[config.mk]
export PLATFORM = sky130hd
export DESIGN_NAME = req_encoder_4x2
export DESIGN_NICKNAME = d
export VERILOG_FILES = /design/src/rtl/req_enc_pkg.sv /design/src/rtl/req_encoder_4x2_rr_pick.sv /design/src/rtl/req_encoder_4x2.sv
export SDC_FILE = /design/constraint.sdc
export NUM_CORES = 1
export LEC_CHECK = 0
export ABC_AREA = 1
export CORE_MARGIN = 2
export CORE_UTILIZATION = 40
export DETAILED_ROUTE_END_ITERATION = 12
export PLACE_DENSITY = 0.64
export SLEW_MARGIN = 20
export SYNTH_ARGS = -nofsm -noshare
export SYNTH_HDL_FRONTEND = slang
export SYNTH_SLANG_ARGS = --single-unit
[constraint.sdc]
create_clock -name clk -period 1.9 [get_ports clk]
set_input_delay 0.475 -clock clk [delete_from_list [all_inputs] [get_ports clk]]
set_output_delay 0.475 -clock clk [all_outputs]
set_load 0.01 [all_outputs]
[src/rtl/req_enc_pkg.sv]
// Shared constants, FSM state type and helpers for the 4-to-2 request encoder.
// Optional lost-request detection in the top is enabled by REQ_ENC_DROP_FLAG_EN.
package req_enc_pkg;

  localparam int N_REQ = 4;
  localparam int IDX_W = 2;

  typedef enum logic {
    IDLE = 1'b0,
    HOLD = 1'b1
  } state_e;

  function automatic logic [N_REQ-1:0] idx2oh(
    input logic [IDX_W-1:0] idx
  );
    logic [N_REQ-1:0] oh;
    oh      = '0;
    oh[idx] = 1'b1;
    return oh;
  endfunction

endpackage

[src/rtl/req_encoder_4x2_rr_pick.sv]
// Round-robin picker: first set bit of cand at or above ptr, wrapping.
// Rotates cand down by ptr, priority-encodes, then rotates the index back.
module rr_pick
  import req_enc_pkg::*;
(
  input  logic [N_REQ-1:0] cand,
  input  logic [IDX_W-1:0] ptr,
  output logic             found,
  output logic [IDX_W-1:0] pick
);

  logic [N_REQ-1:0] rot;
  logic [IDX_W-1:0] enc;

  always_comb begin
    rot   = N_REQ'({cand, cand} >> ptr);
    found = |rot;
    enc   = '0;
    // Descending scan leaves the lowest set bit in enc.
    for (int i = N_REQ - 1; i >= 0; i--) begin
      if (rot[i]) enc = IDX_W'(i);
    end
    pick = enc + ptr;
  end

endmodule

[src/rtl/req_encoder_4x2.sv]
// Sticky request collector serving one index per valid/ready transfer.
// Build with REQ_ENC_DROP_FLAG_EN to flag requests merged into pending.
module req_encoder_4x2
  import req_enc_pkg::*;
(
  input  logic             clk,
  input  logic             rst,
  input  logic [N_REQ-1:0] req_in,
  input  logic             out_ready,
  output logic             out_valid,
  output logic [IDX_W-1:0] out_idx,
  output logic [N_REQ-1:0] out_onehot,
  output logic             drop_err
);

  state_e           state_q, state_d;
  logic [N_REQ-1:0] pending_q, pending_d;
  logic [IDX_W-1:0] ptr_q, ptr_d;
  logic             valid_q, valid_d;
  logic [IDX_W-1:0] idx_q, idx_d;
  logic [N_REQ-1:0] onehot_q, onehot_d;

  logic [N_REQ-1:0] cand;
  logic             found;
  logic [IDX_W-1:0] pick;
  logic             take;

  assign cand = pending_q | req_in;

  rr_pick u_pick (
    .cand  (cand),
    .ptr   (ptr_q),
    .found (found),
    .pick  (pick)
  );

  // Idle always looks for work; HOLD only moves on a transfer.
  assign take = (state_q == IDLE) || out_ready;

  always_comb begin
    state_d   = state_q;
    pending_d = cand;
    ptr_d     = ptr_q;
    valid_d   = valid_q;
    idx_d     = idx_q;
    onehot_d  = onehot_q;
    if (take) begin
      if (found) begin
        state_d   = HOLD;
        valid_d   = 1'b1;
        idx_d     = pick;
        onehot_d  = idx2oh(pick);
        pending_d = cand & ~idx2oh(pick);
        ptr_d     = pick + IDX_W'(1);
      end else begin
        state_d  = IDLE;
        valid_d  = 1'b0;
        onehot_d = '0;
      end
    end
  end

  always_ff @(posedge clk) begin
    if (rst) begin
      state_q   <= IDLE;
      pending_q <= '0;
      ptr_q     <= '0;
      valid_q   <= 1'b0;
      idx_q     <= '0;
      onehot_q  <= '0;
    end else begin
      state_q   <= state_d;
      pending_q <= pending_d;
      ptr_q     <= ptr_d;
      valid_q   <= valid_d;
      idx_q     <= idx_d;
      onehot_q  <= onehot_d;
    end
  end

  assign out_valid  = valid_q;
  assign out_idx    = idx_q;
  assign out_onehot = onehot_q;

`ifdef REQ_ENC_DROP_FLAG_EN
  logic drop_q, drop_d;

  always_comb begin
    drop_d = drop_q | (|(req_in & pending_q));
  end

  always_ff @(posedge clk) begin
    if (rst) drop_q <= 1'b0;
    else     drop_q <= drop_d;
  end

  assign drop_err = drop_q;
`else
  assign drop_err = 1'b0;
`endif

endmodule
==> out/metrics.cfg <==
[status]
outcome=finished, violations left
violations=setup timing

[layout]
design_area_um2=1230
antennaDiodeCount=0
final_cells=172
drive_gt1_frac=0.558
nets=156
syn2layout_area_growth_pct=64.5

[global_route]
antenna_found_initial=0
grt_pass1_vias=768
grt_pass1_wl_um=3020
grt_usage=0.193
overflow=0
grt_max_degree=10

[floorplan]
io_pins=15
fp.dieArea_um2=2230
die_h_um=47.3
die_w_um=47.3
rows=15
core-area_um2=1750
initial_core_util=0.429

[yosys]
synth_top_cell_by_area=dfxtp_1
synth_cells=109
ys_seq_area_frac=0.348
ys_types=22
postSynthAreaPerCell_um2=6.86
synth_area_um2=748
synth_area_leaders=dfxtp_1, nand2_1, nor2_4
yosys_register_bits=13
ys_warn_count=0
synth_top_area_frac=0.348
syn-num-nets=117

[detailed_routing]
dr.first_iter.drc_count=15
vias=858
via_per_inst=4.99
wl_um=2040
ant_nets=0
post-route-drc-count=0
drt-pass1-iter-count=4
wl_per_cell_um=11.9

[setup_path]
critPathArrivalTime_ps=2190
crit_path_start_kind=register
crit_type=reg2reg
cp.required_ps=2060
crit_slowest_cell=dfxtp_4
path_max_fanout=4
worst_path_largest_cell_delay_ps=370
path_cells=buf_6, nand2_4, nand2_2, nand2_2, nand2_2, buf_4, buf_4, buf_4, buf_4, nand2_1, nand2_2, nand2_4, nand2_4, nand2_4, nand2_1, nor2_1, nor2_1
cpLargestDelayFamily=simple AND/OR/NAND/NOR gates
worst_setup_path_end_kind=register
cp_num_buf_inv=5

[clock_network]
clock_latency_ps=280
cts_buffers=3
cts.sinks=13
cts_tree=done
htreeDepth=1
cts_hold_buf=0
root_buffer=clkbuf_4
clockBufferDepth=2
cts.clk_slew.worst_paths_ps=80

[sta]
finalCritPeriodShare=1.07
fin_worst_skew_ps=2.81
rsz0062_at_grt=true
setup_viol=6
fin_ws_ps=-129
finalCriticalPeriod_ps=2030
fin_hold_ws_ps=467
final_hold_viol_count=0
fmax_ghz=0.493
final_max_slew_viol_count=0

[worst_hold_path]
holdCritPathClass=reg2reg

[power]
pwr_density_cell_nw_per_um2=1980
peakVddDrop_uv=1200
design_power_total_mw=2.44
p_leak_nw=0.592

[placement]
hpwl_um=1240
dpl-instance-area_um2=1000
finalWeightedCongestion=0.719
place_inst=157
port_buffers=13

[job]
cap_violations=0

==> final cells by class <==
class,count,area (um^2)
flip-flops and latches,13,267
inverters,10,40.0
well taps,25,31.3
fillers,143,514
multi-input cells,83,564
clock inverters,1,5.00
repair buffers,37,302
clock buffers,3,22.5
==> path summary, 6_finish.rpt <==
check	slack, ps	start	depth (start not counted)	end
worst max-delay path	-130	ptr_q[0]	17	ptr_q[1]
worst min-delay path	470	out_onehot[3]	2	out_onehot[3]
worst max register to register	-130	ptr_q[0]	17	ptr_q[1]
worst min register to register	470	out_onehot[3]	2	out_onehot[3]
==> where the power goes <==
group | switching [mW] | internal, mW
clock network | 0.0920 | 0.0783
logic | 0.894 | 0.893
registers | 0.0883 | 0.396
==> per-layer routing <==
| layer | share of wire | global-route usage | vias up |
|---|---|---|---|
| met5 | 0 | 0 | - |
| met4 | 0.029 | 0.0778 | 0 |
| met3 | 0.046 | 0.0577 | 10 |
| met2 | 0.50 | 0.335 | 28 |
| met1 | 0.42 | 0.219 | 407 |
| li1 | - | - | 413 |
==> cell families (layout without fill, tap and decap cells) <==
logic type,Yosys count,in the layout,share of synthesized area
AND/OR/NAND/NOR,71,71,0.470
AO/OA/AOI/OAI,9,9,0.0736
other,1,1,0.00501
XOR/XNOR,1,1,0.0117
adder cells (fa/ha/maj),1,1,0.0167
buffers and inverters,13,51,0.0752
flip-flops,13,13,0.348
==> flip-flops by register name (all words and copies together) (netlist names) <==
signal,flops
out_idx,2
out_onehot,4
out_valid,1
ptr_q,2
pending_q,4
==> cells in the final DEF, fill, tap and decap left out, types with 2 or more instances in the layout <==
master and count:
a21oi_2 4, buf_2 4, buf_4 21, buf_6 3, clkbuf_4 3, clkdlybuf4s50_1 9
dfxtp_1 10, dfxtp_2 2, inv_1 7, inv_2 2, nand2_1 19, nand2_2 16
nand2_4 7, nand3_1 5, nand3_2 3, nor2_1 8, nor2_2 4, nor2_4 7
o21ai_0 3
==> tightest hold or removal path, stage by stage (launching register included) <==
cell and delay (ps):
dfxtp_1 310, nand2_1 60, a21oi_1 50
==> metrics by stage <==
step,setup TNS [ps],worst slack (ps),util
after floorplan,0,0.120,-
after global placement,-6580,-611,0.573
after detailed placement,-7070,-668,0.573
after CTS,-299,-78.1,0.634
after global routing,-1750,-226,0.705
final,-493,-129,0.705
==> Yosys cell counts <==
| master | n |
|---|---|
| buf_4 | 2 |
| dfxtp_1 | 13 |
| nor2_4 | 5 |
| a21oi_2 | 2 |
| nor2_1 | 12 |
| ha_1 | 1 |
| xor2_1 | 1 |
| nand2_2 | 6 |
| nand3_2 | 1 |
| nand2_1 | 35 |
| inv_2 | 2 |
| o21ai_0 | 3 |
| nand3_1 | 7 |
| buf_1 | 1 |
| inv_1 | 8 |
| nor3_1 | 1 |
| a211oi_1 | 1 |
| a21oi_1 | 3 |
| conb_1 | 1 |
| nand2_4 | 1 |
| nor2_2 | 2 |
| nand3b_1 | 1 |
==> what timing repair did <==
item,in CTS,in global routing
buffers inserted,9,2
gates resized for setup,26,32
pin swaps,18,19
endpoints found under the setup margin,12,11
Power figures use the tool's default switching activity.
